## src/rtl/tc_frame_scheduler.sv

```systemverilog
// Telecommand frame scheduler: round-robin arbitration over frame sources, word-by-word
// delivery to the TC serializer, completion wait, watchdog and inter-frame gap.
module tc_frame_scheduler #(
  parameter int NUM_REQ         = 2,
  parameter int WORDS_PER_FRAME = 10,
  parameter int GAP_CYCLES      = 64,
  parameter int TIMEOUT_CYCLES  = 4096
) (
  input  logic                  sysclk,
  input  logic                  reset,
  input  logic [NUM_REQ-1:0]    req,
  output logic [NUM_REQ-1:0]    gnt,
  output logic [3:0]            rd_addr,
  input  logic [32*NUM_REQ-1:0] rd_data,
  output logic [31:0]           ser_data,
  output logic                  ser_valid,
  input  logic                  ser_ready,
  input  logic                  ser_done,
  output logic                  tc_start,
  input  logic                  abort,
  output logic [NUM_REQ-1:0]    frame_done,
  output logic                  timeout_err,
  output logic                  busy,
  output logic [2:0]            dbg_state
);

  localparam int IDX_W = (NUM_REQ > 1) ? $clog2(NUM_REQ) : 1;
  localparam int GW    = $clog2(GAP_CYCLES + 1);
  localparam int WW    = $clog2(TIMEOUT_CYCLES + 1);

  typedef enum logic [2:0] {
    S_IDLE, S_ARB, S_FETCH, S_PUSH, S_DRAIN, S_GAP
  } state_e;

  state_e             state_q, state_d;
  logic [NUM_REQ-1:0] gnt_q, gnt_d;
  logic [IDX_W-1:0]   last_gnt_q, last_gnt_d;
  logic [3:0]         rd_addr_q, rd_addr_d;
  logic [3:0]         word_cnt_q, word_cnt_d;
  logic [31:0]        ser_data_q, ser_data_d;
  logic               ser_valid_q, ser_valid_d;
  logic               tc_start_q, tc_start_d;
  logic [NUM_REQ-1:0] frame_done_q, frame_done_d;
  logic               timeout_err_q, timeout_err_d;
  logic [GW-1:0]      gap_cnt_q, gap_cnt_d;
  logic [WW-1:0]      wd_cnt_q, wd_cnt_d;

  logic               found;
  logic [IDX_W-1:0]   pick, cand;
  logic               abort_hit, timeout_hit;

  // Word handshake: ser_data is transferred on a rising edge where ser_valid and ser_ready
  // are both high; ser_valid and ser_data hold steady until then, and ser_ready alone does nothing.
  always_comb begin
    found = 1'b0;
    pick  = last_gnt_q;
    cand  = '0;
    for (int i = 1; i <= NUM_REQ; i++) begin
      cand = IDX_W'((int'(last_gnt_q) + i) % NUM_REQ);
      if (!found && req[cand]) begin
        found = 1'b1;
        pick  = cand;
      end
    end
  end

  assign abort_hit   = abort && (state_q inside {S_ARB, S_FETCH, S_PUSH, S_DRAIN});
  assign timeout_hit = (wd_cnt_q == WW'(TIMEOUT_CYCLES - 1)) &&
                       (((state_q == S_PUSH) && !ser_ready) || ((state_q == S_DRAIN) && !ser_done));

  always_comb begin
    state_d       = state_q;
    gnt_d         = gnt_q;
    last_gnt_d    = last_gnt_q;
    rd_addr_d     = rd_addr_q;
    word_cnt_d    = word_cnt_q;
    ser_data_d    = ser_data_q;
    ser_valid_d   = ser_valid_q;
    tc_start_d    = tc_start_q;
    frame_done_d  = '0;
    timeout_err_d = 1'b0;
    gap_cnt_d     = gap_cnt_q;
    wd_cnt_d      = wd_cnt_q;
    case (state_q)
      S_IDLE: if (|req) state_d = S_ARB;
      S_ARB: begin
        if (found) begin
          gnt_d      = NUM_REQ'(1) << pick;
          last_gnt_d = pick;
          rd_addr_d  = '0;
          word_cnt_d = '0;
          tc_start_d = 1'b1;
          state_d    = S_FETCH;
        end else begin
          state_d = S_IDLE;
        end
      end
      S_FETCH: begin
        ser_data_d  = rd_data[32*last_gnt_q +: 32];
        ser_valid_d = 1'b1;
        wd_cnt_d    = '0;
        state_d     = S_PUSH;
      end
      S_PUSH: begin
        if (ser_ready) begin
          ser_valid_d = 1'b0;
          wd_cnt_d    = '0;
          if (word_cnt_q == 4'(WORDS_PER_FRAME - 1)) begin
            state_d = S_DRAIN;
          end else begin
            word_cnt_d = word_cnt_q + 4'd1;
            rd_addr_d  = rd_addr_q + 4'd1;
            state_d    = S_FETCH;
          end
        end else begin
          wd_cnt_d = wd_cnt_q + WW'(1);
        end
      end
      S_DRAIN: begin
        if (ser_done) begin
          frame_done_d = gnt_q;
          tc_start_d   = 1'b0;
          gnt_d        = '0;
          gap_cnt_d    = '0;
          wd_cnt_d     = '0;
          state_d      = S_GAP;
        end else begin
          wd_cnt_d = wd_cnt_q + WW'(1);
        end
      end
      S_GAP: begin
        if (gap_cnt_q == GW'(GAP_CYCLES - 1)) state_d = S_IDLE;
        else gap_cnt_d = gap_cnt_q + GW'(1);
      end
      default: state_d = S_IDLE;
    endcase
    // Abort and watchdog expiry share one teardown path; it overrides any same-cycle progress.
    if (abort_hit || timeout_hit) begin
      last_gnt_d   = last_gnt_q;
      ser_valid_d  = 1'b0;
      tc_start_d   = 1'b0;
      gnt_d        = '0;
      frame_done_d = '0;
      gap_cnt_d    = '0;
      wd_cnt_d     = '0;
      state_d      = S_GAP;
    end
    timeout_err_d = timeout_hit;
  end

  always_ff @(posedge sysclk or negedge reset) begin
    if (!reset) begin
      state_q       <= S_IDLE;
      gnt_q         <= '0;
      last_gnt_q    <= IDX_W'(NUM_REQ - 1);
      rd_addr_q     <= '0;
      word_cnt_q    <= '0;
      ser_data_q    <= '0;
      ser_valid_q   <= 1'b0;
      tc_start_q    <= 1'b0;
      frame_done_q  <= '0;
      timeout_err_q <= 1'b0;
      gap_cnt_q     <= '0;
      wd_cnt_q      <= '0;
    end else begin
      state_q       <= state_d;
      gnt_q         <= gnt_d;
      last_gnt_q    <= last_gnt_d;
      rd_addr_q     <= rd_addr_d;
      word_cnt_q    <= word_cnt_d;
      ser_data_q    <= ser_data_d;
      ser_valid_q   <= ser_valid_d;
      tc_start_q    <= tc_start_d;
      frame_done_q  <= frame_done_d;
      timeout_err_q <= timeout_err_d;
      gap_cnt_q     <= gap_cnt_d;
      wd_cnt_q      <= wd_cnt_d;
    end
  end

  assign gnt         = gnt_q;
  assign rd_addr     = rd_addr_q;
  assign ser_data    = ser_data_q;
  assign ser_valid   = ser_valid_q;
  assign tc_start    = tc_start_q;
  assign frame_done  = frame_done_q;
  assign timeout_err = timeout_err_q;
  assign busy        = (state_q != S_IDLE);
  assign dbg_state   = state_q;

endmodule

```

## config.mk

```make
export PLATFORM = sky130hd
export DESIGN_NAME = tc_frame_scheduler
export DESIGN_NICKNAME = d
export VERILOG_FILES = /design/src/rtl/tc_frame_scheduler.sv
export SDC_FILE = /design/constraint.sdc
export NUM_CORES = 1
export LEC_CHECK = 0
export ABC_AREA = 1
export BUFFER_PORTS_ARGS = -buffer_cell sky130_fd_sc_hd__buf_2
export CAP_MARGIN = 20
export CORE_UTILIZATION = 50
export CTS_CLUSTER_DIAMETER = 50
export DETAILED_ROUTE_END_ITERATION = 16
export GPL_ROUTABILITY_DRIVEN = 0
export GPL_TIMING_DRIVEN = 0
export PLACE_DENSITY = 0.76
export SETUP_SLACK_MARGIN = 0.02
export SYNTH_ARGS = -nofsm -noshare
export SYNTH_HDL_FRONTEND = slang
export SYNTH_SLANG_ARGS = --single-unit
```

## constraint.sdc

```tcl
create_clock -name sysclk -period 2.15 [get_ports sysclk]
set_input_delay 0.43 -clock sysclk [delete_from_list [all_inputs] [get_ports sysclk]]
set_output_delay 0.43 -clock sysclk [all_outputs]
set_load 0.05 [all_outputs]
```

# Word level (Yosys, flattened, before mapping)
# Cells that the tools add are included.
[op_classes]
addsub = 6
mul = 0
n_div = 0
n_lt_le_gt_ge = 2
eq_ne = 17
shift = 2
n_mux = 45
bitwise = 1
n_reduce_logical = 25
[op_table]
columns = ["operator", "count"]
rows = [
  ["$shiftx A64 B7 Y32", 1],
  ["$mux W13", 3],
  ["$pmux W13 S3", 1],
  ["$mux W7", 3],
  ["$mux W4", 5],
  ["$mux W3", 6],
  ["$pmux W3 S6", 1],
  ["$pmux W4 S2", 2],
  ["$mux W2", 7],
  ["$pmux W7 S2", 1],
  ["$add A13 B1 Y13 const B", 1],
  ["$eq A13 B12 Y1 const B", 1],
  ["$mux W1", 13],
  ["$reduce_bool A3 Y1", 4],
  ["$ne A3 B2 Y1 const B", 3],
  ["$ne A3 B3 Y1 const B", 3],
  ["$reduce_and A3 Y1", 3],
  ["$add A4 B1 Y4 const B", 2],
  ["$reduce_and A4 Y1", 2],
  ["$reduce_bool A4 Y1", 2],
  ["$add A7 B1 Y7 const B", 1],
  ["$eq A7 B6 Y1 const B", 1],
  ["$eq A3 B2 Y1 const B", 2],
  ["$eq A3 B3 Y1 const B", 2],
  ["other kinds (16)", 28],
]
[totals]
ff_bits = 71
latchBits = 0
ramBits = 0
mem_bits_ro = 0
in_bits = 71
output_inout_bits = 47
wordCells = 110
memories = 0

# Longest topological paths before layout
# Gate-level depths: netlist (run 1).
[depth]
depth_word = 11
mapped_depth = 10

# Worst setup path before layout (run 1)
# Ideal clock, no wire load.
[synth_path]
path_type = "register to register"
start = "reg state_q[2] (netlist: dbg_state[2])"
end = "reg tc_start_q (netlist: tc_start)"
setup_ns = 0.128
t_arrival_ns = 2.011
required_time_ns = 2.022
slack_ns = 0.011
stages_incl_launch_ff = 10
period_less_slack_ns = 2.139
path_cell_list = "dfrtp_1 -> buf_4 -> inv_1 -> nand2_1 -> nand3_1 -> nand2_2 -> buf_6 -> nor2_2 -> nand2_1 -> o21ai_0"
[synth_between]
elab_chain_len = 7
elab_cells_between_ends = 17
classes_between = "eq/ne: 6; mux: 2; reduce/logical: 9"
[synth_lines]
columns = ["item", "line", "rtl"]
rows = [
  ["start: declaration", "35", "state_e state_q, state_d;"],
  ["start signal: assignment", "166", "state_q <= state_d;"],
  ["$eq A3 B2 Y1 or $eq A3 B3 Y1 (tied branches)", "67, 69, 84", ""],
  ["$logic_and A1 B1 Y1", "69", "(((state_q == S_PUSH) && !ser_ready) || ((state_q == S_DRAIN) && !ser_done));"],
  ["$logic_or A1 B1 Y1", "69", ""],
  ["$logic_and A1 B1 Y1", "68", "assign timeout_hit = (wd_cnt_q == WW'(TIMEOUT_CYCLES - 1)) &&"],
  ["$logic_or A1 B1 Y1", "138", "if (abort_hit || timeout_hit) begin"],
  ["$ne A3 B2 Y1 (no line) or $reduce_bool A3 Y1 (tied branches)", "-", ""],
  ["$reduce_and A3 Y1 (no line)", "-", ""],
  ["end signal: assignment", "173", "tc_start_q <= tc_start_d;"],
  ["end: declaration", "42", "logic tc_start_q, tc_start_d;"],
]
# Several ways; a longest one is shown, not always the timed one.
# A chain may end at the register's enable or synchronous reset.

# Worst setup path in the final report (run 1)
[layout_path]
start = "reg state_q[0] (netlist: dbg_state[0])"
end = "out busy"
[layout_between]
elab_chain_len = 1
[layout_lines]
columns = ["item", "line", "rtl"]
rows = [
  ["$reduce_bool A3 Y1", "188", "assign busy = (state_q != S_IDLE);"],
  ["end: declaration", "23", "output logic busy,"],
]
# No other way between the ends.

==> results of run 1 <==
==> flip-flops by register name, indices dropped and copies added, names as in the netlist <==
register / cells
ser_data: 32
wd_cnt_q: 13
gap_cnt_q: 7
rd_addr: 4
word_cnt_q: 4
dbg_state: 3
frame_done: 2
gnt: 2
last_gnt_q: 1
ser_valid: 1
tc_start: 1
timeout_err: 1
==> synth_stat cells (2+ instances only) <==
cell	number	area [um2]
o21bai_1	2	15.0
nand4_1	11	68.8
nand2_1	106	398
nor3b_1	2	15.0
nor3_1	6	30.0
clkbuf_1	9	33.8
ha_1	5	62.6
xor2_1	6	52.6
nor2_1	90	338
mux2i_1	2	20.0
nand3_1	23	115
inv_1	37	139
buf_2	5	25.0
o31ai_1	33	248
o21ai_0	26	130
nand2_2	4	25.0
dfrtp_1	70	1750
buf_4	2	15.0
a21oi_1	8	40.0
==> layer usage <==
layer  up-vias  routed length, um  global-route usage
li1       1767                  -                   -
met1      1645               3920               0.337
met2       133               4570               0.476
met3        12                542              0.0462
met4         0                148              0.0999
met5         -                  0                   0
==> per-stage QoR <==
stage | instances | hold slack [ns] | power (uW)
floorplan | 462 | 0.134 | 4660
global placement | 675 | 0.457 | 5510
detailed placement | 675 | 0.463 | 5570
CTS | 691 | 0.236 | 6910
global route | 691 | 0.273 | 7310
finish | 691 | 0.202 | 6880
==> cells by family after synthesis <==
kind of cell	after synthesis
muxes	2
buffers and inverters	56
AOI/OAI and AO/OA	72
and+or+nand+nor	250
adders and majority gates	5
DFF	71
xor gates and xnor gates	6
==> worst max-delay path by stage <==
stage | endpoint | depth (start not counted) | slack [ns] | startpoint
floorplan | tc_start$_DFFE_PN0P_ | 9 | 0.19 | dbg_state[2]$_DFFE_PN0P_
global placement | ser_data[2]$_DFFE_PN0P_ | 1 | 0.26 | reset
detailed placement | wd_cnt_q[9]$_DFFE_PN0P_ | 7 | 0.36 | wd_cnt_q[0]$_DFFE_PN0P_
CTS | busy | 3 | 0.31 | dbg_state[0]$_DFFE_PN0P_
global route | gap_cnt_q[0]$_DFFE_PN0P_ | 8 | 0.13 | dbg_state[0]$_DFFE_PN0P_
finish | busy | 3 | 0.32 | dbg_state[0]$_DFFE_PN0P_
==> power by group <==
group	switching, uW	leakage, uW	internal, uW
Clock	497	0.000130	834
Combinational	2640	0.00137	847
Sequential	288	0.000913	1770
Total	3430	0.00242	3450
==> cell type report <==
cell class	instances	area [um2]	area share
buffer	17	85.1	0.0184
sequential	71	1780	0.384
inverter	39	146	0.0316
clock inverter	5	104	0.0224
tap	96	120	0.0259
clock buffer	11	151	0.0327
timing repair buffer	117	588	0.127
multi-input combinational	335	1660	0.358
==> flow_metrics.py, run 1 <==
metrics = {
    "clocking": {
        "clk_path_buf_depth": 2,
        "cts_root_buf": "clkbuf_8",
        "clock_latency_ns": 0.34,
        "ctsHtreeMaxLevel": 3,
        "cts_tree": "yes",
        "cts_sinks": 71,
        "cts_buffers": 9,
        "path_clk_slew_ns": 0.07,
        "cts_resized": 0,
        "cts_hold_buf": 0,
        "cts_setup_buffers": 0,
    },
    "sta": {
        "timing.slew.headroom": 0.415,
        "period_share": 0.850,
        "fmax_mhz": 547,
        "tightest_slew_ns": 0.877,
        "hold_viol_final": 0,
        "finalClockSkew_ns": 0.00518,
        "final_max_slew_viol_count": 0,
        "setup_viol": 0,
        "rsz0062_at_grt": "no",
        "fin_setup_tns_ns": 0,
        "setup_ws_ns": 0.323,
        "period_minus_slack_ns": 1.83,
    },
    "layout": {
        "area_growth_syn_to_layout_pct": 26.3,
        "nets": 666,
        "design_area_um2": 4630,
        "num_antenna_cells": 0,
        "fin_util": 0.667,
        "final_cell_mix": "buf_2, nand2_1, nor2_1, dfrtp_1, inv_1",
        "fill_cells": 623,
        "layout_commonest_cell": "buf_2",
        "drive_gt1_frac": 0.259,
    },
    "global_routing": {
        "grt_usage": 0.271,
        "antenna_found_initial": 0,
        "grt_max_degree": 72,
        "grt_pass1_wl_um": 16000,
        "overflow": 0,
        "grt_pass1_vias": 3512,
    },
    "worst_setup_path": {
        "worstPathArrival_ns": 1.40,
        "r2r_cells": 7,
        "worst_ep_required_time_ns": 1.72,
        "cp_top_family": "flip-flops",
        "cp_slowest_stage_delay_ns": 0.48,
        "r2r_end": "wd_cnt_q[9]$_DFFE_PN0P_",
        "critical_path_buf_inv_count": 1,
        "path_class": "register to output pin",
        "cp_slowest_cell": "dfrtp_1",
        "critPathLaunchType": "register",
        "endpoint_kind": "output pin",
        "r2r_setup_slack_ns": 0.36,
        "rr_startpoint": "wd_cnt_q[0]$_DFFE_PN0P_",
        "crit_fanout": 8,
        "path_cells": "nor2_1, nand2_2, buf_2",
    },
    "hold_path": {
        "hp-class": "input pin to async pin",
    },
    "yosys": {
        "ys_warn_count": 0,
        "synth_compound_area_frac": 0.124,
        "synth_top_family_by_area": "simple AND/OR/NAND/NOR gates",
        "synth_seq_area_share": 0.485,
        "synthCells": 462,
        "synth_ff_type": "dfrtp_1",
        "yosys.area_share.adder": 0.0171,
        "synth_edf_count": 0,
        "yosys.area_share.simple": 0.291,
        "syn_area_um2": 3670,
        "ys_async_sr_fraction": 1.00,
        "ys_types": 34,
        "synthXorXnorAreaFrac": 0.0143,
        "ys_seq_elements": 71,
        "synth_fp_nets": 538,
        "synthesis.area_per_instance_um2": 7.94,
        "synthMuxAreaShare": 0.00546,
    },
    "floorplan": {
        "die_w_um": 87.6,
        "fp.coreArea_um2": 6940,
        "start_util": 0.528,
        "die_area_um2": 7680,
        "row_count": 30,
        "ios": 118,
        "die_h_um": 87.6,
    },
    "run_status": {
        "status": "finished clean",
    },
    "power_and_ir_drop": {
        "ir_worst_vdd_mv": 1.03,
        "p_leak_uw": 0.00242,
        "p_per_area_nw_per_um2": 1480,
    },
    "routing": {
        "wl_um": 9180,
        "routed_via_density": 5.15,
        "wl_per_cell_um": 13.3,
        "drt_iter0_drc": 151,
        "vias": 3557,
        "ant_nets": 0,
        "drc": 0,
        "first_pass_iters": 5,
    },
    "flow_run": {
        "drv_cap": 0,
    },
    "place": {
        "dpl_cell_area_um2": 4380,
        "port_buffers": 117,
        "pre_cts_slack_ns": 0.358,
        "dp_hpwl_um": 6920,
    },
}
Power figures use the tool's default switching activity.
==> run 2, diff against run 1 <==
==> constraint.sdc (replaced) <==
create_clock -name sysclk -period 1.9 [get_ports sysclk]
set_input_delay 0.38 -clock sysclk [delete_from_list [all_inputs] [get_ports sysclk]]
set_output_delay 0.38 -clock sysclk [all_outputs]
set_load 0.05 [all_outputs]
==> run 2 against run 1 <==
Effect of this change: combinational power rose by 13%; first-iteration DRC count rose by 0.66%; die area did not move; largest power group unchanged; highest routed layer unchanged.
==> flow_metrics.py, run 2 (synthesis gave the netlist of run 1 again) <==
metrics = {
    "run_status": {
        "status": "finished clean",
    },
    "flow_run": {
        "drv_cap": 0,
    },
    "sta": {
        "setup_ws_ns": 0.142,
        "period_minus_slack_ns": 1.76,
        "fmax_mhz": 569,
        "setup_viol": 0,
        "tightest_slew_ns": 0.893,
        "fin_setup_tns_ns": 0,
        "rsz0062_at_grt": "yes",
        "whs_ns": 0.142,
        "final_max_slew_viol_count": 0,
        "finalClockSkew_ns": 0.00981,
        "timing.slew.headroom": 0.405,
        "period_share": 0.925,
        "hold_viol_final": 0,
    },
    "worst_setup_path": {
        "worst_ep_required_time_ns": 1.52,
        "critPathLaunchType": "register",
        "cp_slowest_stage_delay_ns": 0.40,
        "worstPathArrival_ns": 1.38,
        "path_class": "register to output pin",
        "cp_slowest_cell": "dfrtp_2",
        "endpoint_kind": "output pin",
        "crit_fanout": 10,
        "path_cells": "buf_4, inv_1, nand2_2, buf_2",
    },
    "layout": {
        "drive_gt1_frac": 0.268,
        "fin_util": 0.667,
        "area_growth_syn_to_layout_pct": 26.3,
        "nets": 667,
        "fill_cells": 602,
        "largest_reg_flops": 32,
        "final_cell_mix": "buf_2, nand2_1, nor2_1, dfrtp_1, inv_1",
        "layout_commonest_cell": "buf_2",
        "num_antenna_cells": 0,
    },
    "routing": {
        "drc": 0,
        "vias": 3560,
        "routed_via_density": 5.14,
        "wl_per_cell_um": 12.9,
        "drt_iter0_drc": 152,
        "ant_nets": 0,
        "wl_um": 8960,
        "first_pass_iters": 4,
    },
    "floorplan": {
        "start_util": 0.528,
        "die_h_um": 87.6,
        "die_area_um2": 7680,
        "ios": 118,
        "die_w_um": 87.6,
        "row_count": 30,
        "fp.coreArea_um2": 6940,
    },
    "clocking": {
        "clk_path_buf_depth": 2,
        "cts_tree": "yes",
        "ctsHtreeMaxLevel": 3,
        "cts_sinks": 71,
        "path_clk_slew_ns": 0.08,
        "clock_latency_ns": 0.34,
        "cts_root_buf": "clkbuf_8",
        "cts_buffers": 9,
    },
    "power_and_ir_drop": {
        "power.internal_uw": 3780,
        "p_leak_uw": 0.00240,
        "p_per_area_nw_per_um2": 1650,
        "clock_power_share": 0.181,
        "combinationalPowerShare": 0.515,
        "ir_worst_vdd_mv": 1.18,
        "totalPowerFinal_uw": 7660,
        "swShare": 0.506,
        "p_seq_frac": 0.304,
        "p_sw_uw": 3880,
    },
    "place": {
        "pre_cts_slack_ns": 0.0892,
        "dp_hpwl_um": 6730,
        "port_buffers": 117,
    },
    "global_routing": {
        "grt_usage": 0.258,
        "grt_pass1_wl_um": 15100,
        "grt_max_degree": 72,
        "overflow": 0,
        "antenna_found_initial": 0,
        "grt_pass1_vias": 3330,
    },
    "hold_path": {
        "hp-class": "input pin to async pin",
    },
}
## run 2: cell types whose count changed in the layout (fill, tap and decap cells not counted), sizes merged
cell and change:
buf +1, inv +1, bufinv -1, clkbuf +1, clkinv -2, clkinvlp +1
## run 2: per-stage QoR
step           cell area (um2)  instances
5_1_grt                   4630        692
2_1_floorplan             3670        462
3_5_place_dp              4380        675
6_report                  4630        692
3_3_place_gp              4380        675
4_1_cts                   4610        691
## run 2: final timing paths
check | start | endpoint | slack [ns] | depth (start not counted)
max in group asynchronous | reset | dbg_state[2]$_DFFE_PN0P_ | 1.13 | 1
min in group sysclk | rd_data[19] | ser_data[19]$_DFFE_PN0P_ | 0.32 | 3
min | reset | word_cnt_q[2]$_DFFE_PN0P_ | 0.14 | 1
max reg2reg | dbg_state[2]$_DFFE_PN0P_ | wd_cnt_q[9]$_DFFE_PN0P_ | 0.18 | 7
min reg2reg | wd_cnt_q[12]$_DFFE_PN0P_ | timeout_err$_DFF_PN0_ | 0.47 | 1
max | dbg_state[2]$_DFFE_PN0P_ | busy | 0.14 | 4
## run 2: power groups by stage
| stage | Clock [uW] | Combinational [uW] | Sequential, uW |
|---|---|---|---|
| 3_5_place_dp | 0 | 3960 | 2330 |
| 4_1_cts | 1410 | 3950 | 2320 |
| 6_report | 1390 | 3940 | 2330 |
| 5_1_grt | 1480 | 4290 | 2390 |
| 3_3_place_gp | 0 | 3900 | 2340 |
| 2_1_floorplan | 0 | 1500 | 3770 |
## run 2: area by class of cell
class	instances	area [um2]	area share
clock inverter	4	76.3	0.0165
clock buffer	12	155	0.0335
tap	96	120	0.0259
buffer	17	85.1	0.0184
multi-input combinational	335	1670	0.361
timing repair buffer	118	596	0.129
inverter	39	146	0.0316
sequential	71	1780	0.384
## run 2: layer usage
metal	global-route usage	vias up	wire, um
li1	-	1778	-
met3	0.0509	10	576
met2	0.435	131	4380
met5	0	-	0
met1	0.319	1641	3870
met4	0.122	0	132
## run 2: timing repair
action                     4_1_cts  5_1_grt
setup buffers                    0        1
hold buffers                     0        0
resized for setup                0        4
setup endpoints to repair        0       24
## run 2: critical path: cells and delay by family (launching register included)
kind                   cells  cell delay [ns]
buffers and inverters      3             0.55
DFF                        1             0.40
and+or+nand+nor            1             0.09
==> run 3, diff against run 2 <==
--- a/config.mk
+++ b/config.mk
@@ -6,14 +6,14 @@
 export NUM_CORES = 1
 export LEC_CHECK = 0
 export ABC_AREA = 1
-export BUFFER_PORTS_ARGS = -buffer_cell sky130_fd_sc_hd__buf_2
 export CAP_MARGIN = 20
 export CORE_UTILIZATION = 50
 export CTS_CLUSTER_DIAMETER = 50
 export DETAILED_ROUTE_END_ITERATION = 16
+export DONT_BUFFER_PORTS = 1
 export GPL_ROUTABILITY_DRIVEN = 0
 export GPL_TIMING_DRIVEN = 0
-export PLACE_DENSITY = 0.76
+export PLACE_DENSITY = 0.62
 export SETUP_SLACK_MARGIN = 0.02
 export SYNTH_ARGS = -nofsm -noshare
 export SYNTH_HDL_FRONTEND = slang
==> constraint.sdc (replaced) <==
create_clock -name sysclk -period 2.11 [get_ports sysclk]
set_input_delay 0.422 -clock sysclk [delete_from_list [all_inputs] [get_ports sysclk]]
set_output_delay 0.422 -clock sysclk [all_outputs]
set_load 0.05 [all_outputs]
==> run 3 against run 2 <==
Effect of this change: register-to-register slack is essentially flat; combinational power shrank 56%; wire length shrank 5.4%; cell area shrank 13%; sequential power grew 50%; total power shrank 17%; clock power shrank 20%; final cell count shrank 17%; utilization shrank 8.4 points; global-route usage shrank 1.9 points; highest routed layer unchanged; die area is the same; critical path depth grew 3.
==> flow_metrics.py, run 3 (synthesis gave the netlist of run 1 again) <==
metrics = {
    "worst_setup_path": {
        "worst_ep_required_time_ns": 2.37,
        "path_class": "register to register",
        "worstPathArrival_ns": 2.19,
        "crit_fanout": 10,
        "cp_slowest_cell": "dfrtp_2",
        "critPathLaunchType": "register",
        "r2r_end": "wd_cnt_q[5]$_DFFE_PN0P_",
        "rr_startpoint": "dbg_state[2]$_DFFE_PN0P_",
        "path_cells": "buf_4, inv_1, nand2_4, nand3_2, nand4_1, buf_4, o21ai_0",
        "critical_path_buf_inv_count": 3,
        "cp_slowest_stage_delay_ns": 0.52,
        "r2r_setup_slack_ns": 0.18,
        "r2r_cells": 7,
        "endpoint_kind": "register",
        "critPathMostFrequentCell": "buf_4",
        "cp_top_family": "buffers and inverters",
    },
    "sta": {
        "rsz0062_at_grt": "no",
        "timing.slew.headroom": 0.629,
        "final_max_slew_viol_count": 0,
        "finalClockSkew_ns": 0.00959,
        "tightest_slew_ns": 0.557,
        "period_share": 0.915,
        "whs_ns": 0.257,
        "setup_viol": 0,
        "hold_viol_final": 0,
        "fmax_mhz": 518,
        "period_minus_slack_ns": 1.93,
    },
    "clocking": {
        "cts_setup_buffers": 0,
        "cts_root_buf": "clkbuf_8",
        "cts_tree": "yes",
        "cts_buffers": 9,
        "ctsHtreeMaxLevel": 3,
        "clock_latency_ns": 0.34,
        "clk_path_buf_depth": 2,
        "cts_sinks": 71,
        "path_clk_slew_ns": 0.08,
    },
    "layout": {
        "area_growth_syn_to_layout_pct": 10.4,
        "layout_commonest_cell": "nand2_1",
        "largest_reg_flops": 32,
        "num_antenna_cells": 0,
        "drive_gt1_frac": 0.0896,
        "design_area_um2": 4050,
        "final_cell_mix": "nand2_1, nor2_1, dfrtp_1, inv_1, o31ai_1",
        "nets": 551,
        "layoutNonFillerInstCount": 576,
    },
    "power_and_ir_drop": {
        "totalPowerFinal_uw": 6340,
        "ir_worst_vdd_mv": 0.955,
        "p_leak_uw": 0.00192,
        "p_per_area_nw_per_um2": 1570,
    },
    "routing": {
        "vias": 3063,
        "drc": 0,
        "drt_iter0_drc": 181,
        "ant_nets": 0,
        "wl_um": 8470,
        "first_pass_iters": 4,
        "wl_per_cell_um": 14.7,
        "routed_via_density": 5.32,
    },
    "floorplan": {
        "die_w_um": 87.6,
        "die_h_um": 87.6,
        "start_util": 0.528,
        "die_area_um2": 7680,
        "row_count": 30,
        "ios": 118,
        "fp.coreArea_um2": 6940,
    },
    "global_routing": {
        "overflow": 0,
        "antenna_found_initial": 0,
        "grt_usage": 0.238,
        "grt_pass1_wl_um": 14000,
        "grt_pass1_vias": 2947,
        "grt_max_degree": 72,
    },
    "run_status": {
        "status": "finished clean",
    },
    "place": {
        "dp_hpwl_um": 6200,
        "port_buffers": 0,
        "placed_cells_incl_taps": 558,
        "dpl_cell_area_um2": 3790,
    },
    "flow_run": {
        "drv_cap": 0,
    },
    "hold_path": {
        "hold_depth": 2,
        "min-delay-start": "rd_data[13]",
        "holdPathEnd": "ser_data[13]$_DFFE_PN0P_",
        "hp-class": "input pin to register",
    },
}
run 3: changes by cell type in the layout (fill, tap and decap cells not counted), moves of 2 or more:
cell    delta
buf_2    -116
buf_4      -2
nor2_1     +2
nor2_2     -2
run 3: worst max path at each step:
stage                                   from                      end  slack [ns]  depth (start not counted)
detailed placement  dbg_state[0]$_DFFE_PN0P_  wd_cnt_q[5]$_DFFE_PN0P_       -0.10                          6
global placement    dbg_state[0]$_DFFE_PN0P_  wd_cnt_q[5]$_DFFE_PN0P_       -0.09                          6
global route        dbg_state[2]$_DFFE_PN0P_  wd_cnt_q[3]$_DFFE_PN0P_        0.03                          7
finish              dbg_state[2]$_DFFE_PN0P_  wd_cnt_q[5]$_DFFE_PN0P_        0.18                          7
CTS                 dbg_state[2]$_DFFE_PN0P_  wd_cnt_q[5]$_DFFE_PN0P_        0.07                          7
floorplan           dbg_state[2]$_DFFE_PN0P_     tc_start$_DFFE_PN0P_        0.15                          9
run 3: metrics by stage:
| stage | util | TNS (ns) | worst slack (ns) |
|---|---|---|---|
| 2_1_floorplan | - | 0 | 0.148 |
| 3_3_place_gp | 0.546 | -0.917 | -0.0919 |
| 3_5_place_dp | 0.546 | -1.14 | -0.102 |
| 4_1_cts | 0.582 | 0 | 0.0697 |
| 5_1_grt | 0.583 | 0 | 0.0262 |
| 6_report | 0.583 | 0 | 0.179 |
run 3: timing repair:
action,in CTS,in global routing
resized for setup,4,2
hold buffers,2,0
endpoints found under the setup margin,25,15
endpoints found under the hold margin,71,0
run 3: power breakdown:
part	total (uW)	internal, uW	switching [uW]	leakage (uW)
combinational	1730	571	1160	0.000915
sequential	3490	1780	1710	0.000910
clock	1110	582	530	0.0000989
run 3: metal layers:
metal / GRT usage / up-vias / share of wire
li1: - / 1540 / -
met1: 0.306 / 1417 / 0.43
met2: 0.379 / 95 / 0.48
met3: 0.0726 / 11 / 0.075
met4: 0.0954 / 0 / 0.015
met5: 0 / - / 0
run 3: final cells by class:
| class | count | area (um2) |
|---|---|---|
| clock buffer | 10 | 138 |
| clock inverter | 6 | 67.6 |
| multi-input combinational | 335 | 1670 |
| tap | 96 | 120 |
| sequential | 71 | 1780 |
| fill | 650 | 2900 |
| inverter | 39 | 146 |
| timing repair buffer | 2 | 37.5 |
| buffer | 17 | 85.1 |
